## src/rtl/mean_sum_feeder_pkg.sv

```systemverilog
// Shared definitions for the mean/sum feeder that sits in front of the sequential divider.
// The divider bench also reuses MAX_CNT for its operand range checks.
package mean_sum_feeder_pkg;

  typedef enum logic {
    ACCUM = 1'b0,
    HOLD  = 1'b1
  } state_e;

  localparam int DEF_DATA_W = 4;
  localparam int DEF_OUT_W  = 4;

  // Largest value an unsigned field of width w can hold.
  function automatic int max_of(input int w);
    return (1 << w) - 1;
  endfunction

  localparam int MAX_CNT = max_of(DEF_OUT_W);

endpackage

```

## src/rtl/mean_sum_feeder_if.sv

```systemverilog
// Sample stream in, dividend/divisor pair out; slave is the feeder, master is its environment.
interface mean_sum_feeder_if
  import mean_sum_feeder_pkg::*;
#(
  parameter int DATA_W = DEF_DATA_W,
  parameter int OUT_W  = DEF_OUT_W
) ();

  logic              in_valid;
  logic [DATA_W-1:0] in_data;
  logic              in_last;
  logic              in_ready;
  logic              out_valid;
  logic              out_ready;
  logic [OUT_W-1:0]  dividend;
  logic [OUT_W-1:0]  divisor;
  logic              ovf;
  logic              trunc;

  modport slave (
    input  in_valid, in_data, in_last, out_ready,
    output in_ready, out_valid, dividend, divisor, ovf, trunc
  );

  modport master (
    output in_valid, in_data, in_last, out_ready,
    input  in_ready, out_valid, dividend, divisor, ovf, trunc
  );

endinterface

```

## src/rtl/mean_sum_feeder_sat_narrow.sv

```systemverilog
// Combinational saturating narrower: clamps a wide unsigned sum to OUT_W bits and flags the clamp.
module sat_narrow
  import mean_sum_feeder_pkg::*;
#(
  parameter int SUM_W = DEF_DATA_W + DEF_OUT_W,
  parameter int OUT_W = DEF_OUT_W
) (
  input  logic [SUM_W-1:0] sum,
  output logic [OUT_W-1:0] narrow,
  output logic             ovf
);

  localparam logic [SUM_W-1:0] LIMIT_WIDE = SUM_W'(max_of(OUT_W));
  localparam logic [OUT_W-1:0] LIMIT      = OUT_W'(max_of(OUT_W));

  // NOTE: every output is assigned on every path through always_comb, so no latch is inferred.
  always_comb begin
    ovf    = (sum > LIMIT_WIDE);
    narrow = ovf ? LIMIT : sum[OUT_W-1:0];
  end

endmodule

```

## src/rtl/mean_sum_feeder.sv

```systemverilog
// Accumulates each last-delimited group of samples and holds its sum/count pair for the divider
// until the divider side accepts it; groups are force-closed when the count reaches its limit.
module mean_sum_feeder
  import mean_sum_feeder_pkg::*;
#(
  parameter int DATA_W = DEF_DATA_W,
  parameter int OUT_W  = DEF_OUT_W,
  parameter int SUM_W  = DATA_W + OUT_W
) (
  input  logic             clk,
  input  logic             rst,
  mean_sum_feeder_if.slave bus
);

  localparam logic [OUT_W-1:0] CNT_LIMIT = OUT_W'(max_of(OUT_W));

  state_e           state;
  logic [SUM_W-1:0] sum;
  logic [OUT_W-1:0] cnt;

  logic             in_ready_q;
  logic             out_valid_q;
  logic [OUT_W-1:0] dividend_q;
  logic [OUT_W-1:0] divisor_q;
  logic             ovf_q;
  logic             trunc_q;

  logic [SUM_W-1:0] sum_next;
  logic [OUT_W-1:0] cnt_next;
  logic [OUT_W-1:0] sat_sum;
  logic             sat_ovf;
  logic             closing;

  assign sum_next = sum + SUM_W'(bus.in_data);
  assign cnt_next = cnt + OUT_W'(1);
  assign closing  = bus.in_last || (cnt_next == CNT_LIMIT);

  sat_narrow #(
    .SUM_W (SUM_W),
    .OUT_W (OUT_W)
  ) u_sat_narrow (
    .sum    (sum_next),
    .narrow (sat_sum),
    .ovf    (sat_ovf)
  );

  // NOTE: all state is assigned with non-blocking <= so every register updates from pre-edge values.
  always_ff @(posedge clk) begin
    if (rst) begin
      state       <= ACCUM;
      sum         <= '0;
      cnt         <= '0;
      in_ready_q  <= 1'b1;
      out_valid_q <= 1'b0;
      dividend_q  <= '0;
      divisor_q   <= '0;
      ovf_q       <= 1'b0;
      trunc_q     <= 1'b0;
    end else begin
      unique case (state)
        ACCUM: begin
          // in_ready is always high in ACCUM, so in_valid alone qualifies a beat.
          if (bus.in_valid) begin
            if (closing) begin
              dividend_q  <= sat_sum;
              ovf_q       <= sat_ovf;
              divisor_q   <= cnt_next;
              trunc_q     <= ~bus.in_last;
              sum         <= '0;
              cnt         <= '0;
              in_ready_q  <= 1'b0;
              out_valid_q <= 1'b1;
              state       <= HOLD;
            end else begin
              sum <= sum_next;
              cnt <= cnt_next;
            end
          end
        end
        HOLD: begin
          // Handoff only; the next group's first beat is taken one cycle later.
          if (bus.out_ready) begin
            in_ready_q  <= 1'b1;
            out_valid_q <= 1'b0;
            state       <= ACCUM;
          end
        end
        default: state <= ACCUM;
      endcase
    end
  end

  assign bus.in_ready  = in_ready_q;
  assign bus.out_valid = out_valid_q;
  assign bus.dividend  = dividend_q;
  assign bus.divisor   = divisor_q;
  assign bus.ovf       = ovf_q;
  assign bus.trunc     = trunc_q;

endmodule

```

## src/flat_wrapper.sv

```systemverilog
// flat-port wrapper written by rule: the top's interface ports become plain ports
module mean_sum_feeder_flat import mean_sum_feeder_pkg::*;
#(
  parameter int DATA_W = DEF_DATA_W,
  parameter int OUT_W  = DEF_OUT_W,
  parameter int SUM_W  = DATA_W + OUT_W
)
  (clk, rst, bus_in_valid, bus_in_data, bus_in_last, bus_out_ready, bus_in_ready, bus_out_valid, bus_dividend, bus_divisor, bus_ovf, bus_trunc);
  mean_sum_feeder_if #(.DATA_W(DATA_W), .OUT_W(OUT_W)) bus_i ();
  input  logic clk;
  input  logic rst;
  input wire logic [$bits(bus_i.in_valid)-1:0] bus_in_valid;
  input wire logic [$bits(bus_i.in_data)-1:0] bus_in_data;
  input wire logic [$bits(bus_i.in_last)-1:0] bus_in_last;
  input wire logic [$bits(bus_i.out_ready)-1:0] bus_out_ready;
  output wire logic [$bits(bus_i.in_ready)-1:0] bus_in_ready;
  output wire logic [$bits(bus_i.out_valid)-1:0] bus_out_valid;
  output wire logic [$bits(bus_i.dividend)-1:0] bus_dividend;
  output wire logic [$bits(bus_i.divisor)-1:0] bus_divisor;
  output wire logic [$bits(bus_i.ovf)-1:0] bus_ovf;
  output wire logic [$bits(bus_i.trunc)-1:0] bus_trunc;
  assign bus_i.in_valid = bus_in_valid;
  assign bus_i.in_data = bus_in_data;
  assign bus_i.in_last = bus_in_last;
  assign bus_i.out_ready = bus_out_ready;
  assign bus_in_ready = bus_i.in_ready;
  assign bus_out_valid = bus_i.out_valid;
  assign bus_dividend = bus_i.dividend;
  assign bus_divisor = bus_i.divisor;
  assign bus_ovf = bus_i.ovf;
  assign bus_trunc = bus_i.trunc;
  mean_sum_feeder #(.DATA_W(DATA_W), .OUT_W(OUT_W), .SUM_W(SUM_W)) u_core (.clk(clk), .rst(rst), .bus(bus_i));
endmodule
```

## config.mk

```make
export PLATFORM = sky130hd
export DESIGN_NAME = mean_sum_feeder_flat
export DESIGN_NICKNAME = d
export VERILOG_FILES = /design/src/rtl/mean_sum_feeder_pkg.sv /design/src/rtl/mean_sum_feeder_if.sv /design/src/rtl/mean_sum_feeder_sat_narrow.sv /design/src/rtl/mean_sum_feeder.sv /design/src/flat_wrapper.sv
export SDC_FILE = /design/constraint.sdc
export NUM_CORES = 1
export LEC_CHECK = 0
export ABC_AREA = 1
export CORE_MARGIN = 2
export CORE_UTILIZATION = 56
export CTS_CLUSTER_SIZE = 40
export DETAILED_ROUTE_END_ITERATION = 12
export GPL_ROUTABILITY_DRIVEN = 1
export MAX_ROUTING_LAYER = met4
export PLACE_DENSITY = 0.83
export SYNTH_ARGS = -nofsm -noshare
export SYNTH_HDL_FRONTEND = slang
export SYNTH_HIERARCHICAL = 1
export SYNTH_SLANG_ARGS = --single-unit
```

## constraint.sdc

```tcl
create_clock -name clk -period 4.4 [get_ports clk]
set_input_delay 0.88 -clock clk [delete_from_list [all_inputs] [get_ports clk]]
set_output_delay 0.88 -clock clk [all_outputs]
set_load 0.01 [all_outputs]
```

==> impl_results.md, run 1 <==
- Run status: finished, final reports clean
- Post-synthesis async set-or-reset flop share: 0%
- Busiest metal layer after global routing: met2
- Clock sinks: 25
- Met2 track demand over resource: 38.0%
- Die outline height: approximately 52 µm
- Warnings from Yosys: 6
- Combinational Power Share: a little under a fifth
- Maximum single-stage delay on the critical path: about 0.46 ns
- Grt met3 use: 2.59%
- First drt pass iteration count: 4
- Final Routed Wirelength: 2.55 mm
- Root Driver: sky130_fd_sc_hd__clkbuf_4
- Gate count of the mapped netlist: 191
- Flop pwr share: between 50% and 60%
- Worst-case setup margin in the final layout: between 1.5 and 2 ns
- Finish-stage setup viols: 0
- Top post-synthesis cells by count: sky130_fd_sc_hd__nand2_1, sky130_fd_sc_hd__inv_1, sky130_fd_sc_hd__dfxtp_1
- Total routing usage reported by global routing: between 20 and 25%
- Utilization after layout: between 60% and 70%
- Worst Setup EP: u_core/bus.dividend[0]$_SDFFE_PP0P_
- Ratio of cells with drive above 1 in the final layout: 3.81%
- Number of cells in the finished layout apart from fillers: 238
- Cell type with the highest aggregate area in the netlist: sky130_fd_sc_hd__dfxtp_1
- Max VDD drop: approximately 170 µV
- Capturing element type of the critical path: register
- Mapped Area: 1290 µm²
- Placed cell count: between 200 and 250
- Worst-path cell with the longest stage delay: sky130_fd_sc_hd__clkdlybuf4s50_1
- Crit-path cells: clkdlybuf4s50_1 > ha_1 > inv_1 > fa_1 > o21ai_1 > nand2_1 > nand2_1 > nand2_1 > nor2_2 > nand3_1 > o21ai_0 > nor2_1
- Most area-consuming cells after synthesis: sky130_fd_sc_hd__dfxtp_1, sky130_fd_sc_hd__nand2_1, sky130_fd_sc_hd__inv_1, sky130_fd_sc_hd__ha_1, sky130_fd_sc_hd__nor2_1
- Horizontal extent of the die: 52.1 µm
- Part of the power in the clock network: approximately a quarter
- Setup repair after global routing missed its margin: no
- Fraction of the cycle the final worst path needs: roughly three fifths
- Vias in the first global route: ~1100
- Maxcap violations: 0
- Startpoint types: primary input
- R2r setup slk: 2.35 ns
- R2r endpoint: u_core/bus.dividend[0]$_SDFFE_PP0P_
- Clk Latency, worst-skew pair: between 0.3 and 0.4 ns
- Critical path start-end classification: primary input to register
- Estimated wirelength of the detail-placed design: between 1.5 and 2 mm
- Switching share of power: a little over a quarter
- Maximum number of pins on one net before global-route repair: 16
- DRC violations left: 0
- Post-CTS Hold Buffers: 0
- Weighted congestion at the end of routability-driven global placement: around 0.84
- Number of distinct library cells after synthesis: 20
- Most instantiated flip-flop cell in the synthesis netlist: sky130_fd_sc_hd__dfxtp_1
- Post-Place Setup Slack: around 1.4 ns
- Synthesis-to-finish area growth: 17.5%
- Number of diodes added for antenna fixing: 0
- Largest clock skew in the final design: a little under 0.006 ns
- Cell Rows: 17
- Number of clock buffers inserted by TritonCTS: 3
- Worst path required time: between 4 and 5 ns
- Net switching power: between 100 and 150 µW
- Worst R2R Path Depth: 11
- Maximum buffer depth of the clock tree: 2
- Clock-pin transition on the worst setup and hold timing paths: ~0.13 ns
- Maximum clock rate: about 370 MHz
- Tightest Pin Transition: ~0.6 ns
- Number of vias after detailed routing: 1205
- Data arrival time at the worst-slack endpoint: 2.93 ns
- Core Footprint: between 2000 and 2500 µm²
- Hold slack final: 0.476 ns
- Number of hold violations in the final report: 0
- Most common cell in the netlist: sky130_fd_sc_hd__nand2_1
- Net Count, Synth: 207
- Clock tree from TritonCTS: built
- Startpoint of the worst-slack reg-to-reg timing path: u_core/sum[0]$_SDFFE_PP0P_
- Most used cell along the critical path: sky130_fd_sc_hd__nand2_1
- Global-route wire length before repair: about 4.4 mm
- Power per cell area: 282 nW/µm²
- Post-layout net count: 227
- Final critical-path required period: between 2 and 3 ns
- Register area share after synthesis: between 30% and 40%
- Remaining global-route overflow: 0
- Cell internal pwr: around 310 µW
- Met1 capacity usage during global routing: 26.3%
- Antenna violations before repair: 0
- Vias per cell: between 5 and 6
- Iter 0 DRT Violations: 28
- Post-route ant nets: 0
- Initial Utilization: 59.1%
- Total of buffers placed on input and output ports: 20
- Biggest fanout along the worst timing path: 5
- Routed len/inst: around 11 µm
- Number of flops mapped to enable cells by yosys: 0
- Hold path cells: 2
- FF+latch count, synth: 25
- Max Transition Viols Final: 0
- Source of the critical timing path: bus_in_data[0]
- Post CTS Setup Buffer Count: 0
- Max-slew headroom at the worst pin: 58.7%
- Post-synthesis area per instance: a little under 7 µm²
- Type of the worst min-delay path: register to register
- Number of top-level pins: 21
- Die area: roughly 2700 µm²
- Top-area cell type share of the netlist area: 38.7%
- Leak pwr: between 0.0007 and 0.0008 µW
- Level count of the clock H-tree: 1
- Setup TNS Final: 0 ns
- # resized after CTS: 0
[logic make-up (layout without fill, tap and decap cells)]
group | count (synthesis) | in the layout | share of synthesized area, %
AND/OR/NAND/NOR | 92 | 92 | 29.2
buffers and inverters | 37 | 56 | 12.0
AO/OA/AOI/OAI | 27 | 27 | 10.7
flip-flops | 25 | 25 | 38.7
adder cells (fa/ha/maj) | 7 | 7 | 7.35
XOR/XNOR | 3 | 3 | 2.03
[area by class of cell]
type | count | area [µm²]
inverter | 32 | 120
multi-input combinational | 129 | 638
timing repair buffer | 20 | 200
sequential | 25 | 500
tap | 28 | 35.0
fill | 194 | 671
clock buffer | 4 | 26.3
[sequential cells by signal (all words and copies together), names as in the netlist]
register              count
u_core/bus.dividend       4
u_core/sum                8
u_core/bus.divisor        4
u_core/bus.trunc          1
u_core/bus.in_ready       1
u_core/state              1
u_core/bus.ovf            1
u_core/cnt                4
u_core/bus.out_valid      1
[critical path, delay by kind of cell]
| family | cells | cell delay (ns) |
|---|---|---|
| compound gates | 2 | 0.44 |
| fa+ha+maj | 2 | 0.56 |
| buf+inv | 2 | 0.52 |
| simple gates | 6 | 0.54 |
[layer usage]
layer	part of all wire [%]	vias to the layer above
li1	-	628
met1	46	537
met2	47	35
met3	5.8	5
met4	1.5	0
met5	0	-
[power groups by stage]
| stage | combinational (µW) | sequential (µW) | clock [µW] |
|---|---|---|---|
| 6_report | 81.5 | 245 | 102 |
| 5_1_grt | 91.8 | 246 | 115 |
| 4_1_cts | 81.5 | 245 | 105 |
| 3_5_place_dp | 81.0 | 250 | 0 |
| 3_3_place_gp | 79.5 | 249 | 0 |
| 2_1_floorplan | 46.5 | 253 | 0 |
[cell usage in the layout (no fill, tap or decap), types with 2 or more instances in the layout]
cell,synthesis,final
sky130_fd_sc_hd__dfxtp_1,25,25
sky130_fd_sc_hd__a21oi_1,14,14
sky130_fd_sc_hd__nor2_1,20,20
sky130_fd_sc_hd__nand4_1,3,3
sky130_fd_sc_hd__xor2_1,2,2
sky130_fd_sc_hd__ha_1,6,6
sky130_fd_sc_hd__clkdlybuf4s50_1,0,20
sky130_fd_sc_hd__inv_1,32,32
sky130_fd_sc_hd__nand3_1,9,9
sky130_fd_sc_hd__o21ai_0,11,11
sky130_fd_sc_hd__nor2_2,3,3
sky130_fd_sc_hd__clkbuf_4,0,3
sky130_fd_sc_hd__nand2_1,55,55
[worst min-delay path by stage]
stage | startpoint | to | slack, ns
detailed placement | u_core/bus.out_valid$_SDFFE_PP0P_ | u_core/bus.out_valid$_SDFFE_PP0P_ | 0.46
floorplan | u_core/sum[0]$_SDFFE_PP0P_ | u_core/sum[0]$_SDFFE_PP0P_ | 0.45
global route | u_core/sum[2]$_SDFFE_PP0P_ | u_core/sum[2]$_SDFFE_PP0P_ | 0.52
finish | u_core/bus.out_valid$_SDFFE_PP0P_ | u_core/bus.out_valid$_SDFFE_PP0P_ | 0.48
global placement | u_core/bus.out_valid$_SDFFE_PP0P_ | u_core/bus.out_valid$_SDFFE_PP0P_ | 0.45
CTS | u_core/bus.out_valid$_SDFFE_PP0P_ | u_core/bus.out_valid$_SDFFE_PP0P_ | 0.48
[through the flow]
step           power [µW]  area, µm²
2_1_floorplan         299       1290
3_3_place_gp          329       1490
3_5_place_dp          331       1490
4_1_cts               431       1520
5_1_grt               453       1520
6_report              428       1520
Note: power is estimated with default switching activity, not from simulation.
==> inputs of run 2 (changes only) <==
- CORE_UTILIZATION: 56 -> 52
- PLACE_DENSITY: 0.83 -> 0.78
- clock period: 4.4 -> 2.7 ns (I/O delays scaled with it)
==> run 2 against run 1 <==
  * Non-clock buffer count is 1 higher
  * Largest cell class unchanged
  * Final cell count up 1.3%
  * First-iteration DRC count rose by 32%
  * Global-route usage shrank 1.4 points
  * Core utilization down 5.8 points
  * Clock power up 66%
  * Cell area grew 0.74%
==> impl_results.md, run 2 (synthesis gave the netlist of run 1 again) <==
- Maximum clock rate: a little over 400 MHz
- Overall power consumption: 704 µW (was 428 µW)
- Synthesis-to-finish area growth: 18.4% (was 17.5%)
- Core Footprint: 2410 µm² (was 2190 µm²)
- Clock-pin transition on the worst setup and hold timing paths: 0.14 ns (was 0.13 ns)
- Global-route wire length before repair: 4.30 mm (was 4.40 mm)
- Cell Rows: 18 (was 17)
- Switching share of power: 28.1% (was 27.3%)
- Maxcap violations: 0 (unchanged)
- Capturing element type of the critical path: register (unchanged)
- Number of diodes added for antenna fixing: 0 (unchanged)
- Run status: finished, final reports clean (unchanged)
- Largest clock skew in the final design: 0.00341 ns (was 0.00594 ns)
- Top register by number of flip-flops: u_core/sum (unchanged)
- Clock sinks: 25 (unchanged)
- Worst R2R Path Depth: 11 (unchanged)
- R2r setup slk: 0.56 ns (was 2.35 ns)
- Maximum number of pins on one net before global-route repair: 16 (unchanged)
- Maximum buffer depth of the clock tree: 2 (unchanged)
- Number of clock buffers inserted by TritonCTS: 3 (unchanged)
- Number of flip-flops in the largest register: 8 (unchanged)
- Remaining global-route overflow: 0 (unchanged)
- Part of the power in the clock network: 24.0% (was 23.8%)
- Vias in the first global route: 1057 (was 1114)
- Combinational Power Share: 19.3% (was 19.0%)
- Post-CTS Hold Buffers: 0 (unchanged)
- Final critical-path required period: about 2.5 ns
- Max Transition Viols Final: 0 (unchanged)
- R2r endpoint: u_core/bus.dividend[3]$_SDFFE_PP0P_ (was u_core/bus.dividend[0]$_SDFFE_PP0P_)
- Data arrival time at the worst-slack endpoint: 2.69 ns (was 2.93 ns)
- Total routing usage reported by global routing: 20.9% (was 22.2%)
- Number of hold violations in the final report: 0 (unchanged)
- Horizontal extent of the die: 53.9 µm (was 52.1 µm)
- Initial Utilization: 53.7% (was 59.1%)
- Max VDD drop: 293 µV (was 165 µV)
- Clock tree from TritonCTS: built (unchanged)
- Iter 0 DRT Violations: 37 (was 28)
- Startpoint of the worst-slack reg-to-reg timing path: u_core/sum[0]$_SDFFE_PP0P_ (unchanged)
- Level count of the clock H-tree: 1 (unchanged)
- Startpoint types: primary input (unchanged)
- Leak pwr: 0.000718 µW (was 0.000710 µW)
- Net switching power: 198 µW (was 117 µW)
- Total of buffers placed on input and output ports: 20 (unchanged)
- Most common cell after layout, fill and taps aside: sky130_fd_sc_hd__nand2_1 (unchanged)
- Die outline height: 53.9 µm (was 52.1 µm)
- Maximum single-stage delay on the critical path: 0.48 ns (was 0.46 ns)
- Hold slack final: 0.481 ns (was 0.476 ns)
- Routed len/inst: 11.2 µm (was 10.7 µm)
- Number of top-level pins: 21 (unchanged)
- Flop pwr share: 56.7% (was 57.2%)
- Vias per cell: 4.98 (was 5.06)
- Commonest non-fill, non-tap cells in the layout: sky130_fd_sc_hd__nand2_1, sky130_fd_sc_hd__inv_1, sky130_fd_sc_hd__dfxtp_1, sky130_fd_sc_hd__clkdlybuf4s50_1, sky130_fd_sc_hd__nor2_1 (unchanged)
- Critical path start-end classification: primary input to register (unchanged)
- Estimated wirelength of the detail-placed design: 1.99 mm (was 1.92 mm)
- Post-route ant nets: 0 (unchanged)
- Biggest fanout along the worst timing path: 5 (unchanged)
- Number of vias after detailed routing: 1200 (was 1205)
- Cell area reported after detailed placement: 1500 µm² (was 1490 µm²)
- Worst path required time: 2.93 ns (was 4.62 ns)
- First drt pass iteration count: 4 (unchanged)
- Worst-path cell with the longest stage delay: sky130_fd_sc_hd__clkdlybuf4s50_1 (unchanged)
- Most used cell along the critical path: sky130_fd_sc_hd__nand2_1 (unchanged)
- Crit-path cells: clkdlybuf4s50_1 > ha_1 > inv_1 > fa_1 > o21ai_1 > nand2_1 > nand2_1 > nand2_1 > nor2_2 > nand3_1 > o21ai_0 > nor2_1 (unchanged)
- Ratio of cells with drive above 1 in the final layout: 4.74% (was 3.81%)
- Antenna violations before repair: 0 (unchanged)
- Type of the worst min-delay path: register to register (unchanged)
- Total of fill cells in the finished design: 227 (was 194)
- Post CTS Setup Buffer Count: 0 (unchanged)
- Setup repair after global routing missed its margin: no (unchanged)
- Worst Setup EP: u_core/bus.dividend[3]$_SDFFE_PP0P_ (was u_core/bus.dividend[0]$_SDFFE_PP0P_)
- Clk Latency, worst-skew pair: 0.32 ns (about the same)
- Post-layout net count: 228 (was 227)
- Weighted congestion at the end of routability-driven global placement: 0.845 (was 0.842)
- DRC violations left: 0 (unchanged)
- Tightest Pin Transition: 0.488 ns (was 0.618 ns)
- Source of the critical timing path: bus_in_data[0] (unchanged)
- Fraction of the cycle the final worst path needs: ~91%
- Root Driver: sky130_fd_sc_hd__clkbuf_4 (unchanged)
- # resized after CTS: 0 (unchanged)
- Die area: 2900 µm² (was 2710 µm²)
- Final Routed Wirelength: 2.69 mm (was 2.55 mm)
- Max-slew headroom at the worst pin: 67.4% (was 58.7%)
- Power per cell area: 460 nW/µm² (was 282 nW/µm²)
- Cell internal pwr: 506 µW (was 311 µW)
- Fin area: 1530 µm² (was 1520 µm²)
- Finish-stage setup viols: 0 (unchanged)
-- run 2: cell types whose count changed in the layout (fill, tap and decap cells not counted), sizes merged --
| cell | before | now |
|---|---|---|
| clkbuf | 4 | 3 |
| buf | 0 | 1 |
| clkinv | 0 | 1 |
-- run 2: cell type report --
class	count	area, µm²	area share [%]
multi-input combinational	129	638	41.7
clock inverter	1	5.00	0.327
clock buffer	3	22.5	1.47
inverter	32	120	7.84
tap	30	37.5	2.45
sequential	25	500	32.7
timing repair buffer	21	208	13.6
-- run 2: power by group through the flow --
stage / Combinational [µW] / Clock [µW] / Sequential, µW
after floorplan: 75.7 / 0 / 412
after global routing: 151 / 187 / 402
final: 136 / 169 / 399
after detailed placement: 134 / 0 / 407
after global placement: 131 / 0 / 406
after CTS: 135 / 177 / 399
-- run 2: worst min path at each step --
stage	to	slack [ns]	startpoint	depth (start not counted)
after CTS	u_core/sum[2]$_SDFFE_PP0P_	0.48	u_core/sum[2]$_SDFFE_PP0P_	2
after floorplan	u_core/sum[0]$_SDFFE_PP0P_	0.45	u_core/sum[0]$_SDFFE_PP0P_	2
after detailed placement	u_core/sum[2]$_SDFFE_PP0P_	0.46	u_core/sum[2]$_SDFFE_PP0P_	2
after global routing	u_core/bus.out_valid$_SDFFE_PP0P_	0.51	u_core/bus.out_valid$_SDFFE_PP0P_	2
final	u_core/sum[2]$_SDFFE_PP0P_	0.48	u_core/sum[2]$_SDFFE_PP0P_	2
after global placement	u_core/bus.out_valid$_SDFFE_PP0P_	0.45	u_core/bus.out_valid$_SDFFE_PP0P_	2
-- run 2: critical path: cells and delay by family --
family | cells | cell delay, ns
fa+ha+maj | 2 | 0.60
simple gates | 6 | 0.56
buf+inv | 2 | 0.54
compound gates | 2 | 0.45
-- run 2: stage by stage --
stage                     utilization, %  std cells  setup TNS (ns)  setup slack, ns
after floorplan                        -        191               0            0.629
after global placement              62.4        237               0           0.0391
after detailed placement            62.4        237          -0.454           -0.123
after CTS                           63.6        241               0            0.235
after global routing                63.6        241               0           0.0588
final                               63.6        241               0            0.236
-- run 2: layer usage --
layer / wire [µm] / vias to the layer above / GRT usage (%)
li1: - / 628 / -
met2: 1290 / 42 / 36.6
met3: 169 / 2 / 3.61
met5: 0 / - / -
met4: 15 / 0 / 8.55
met1: 1210 / 528 / 23.2
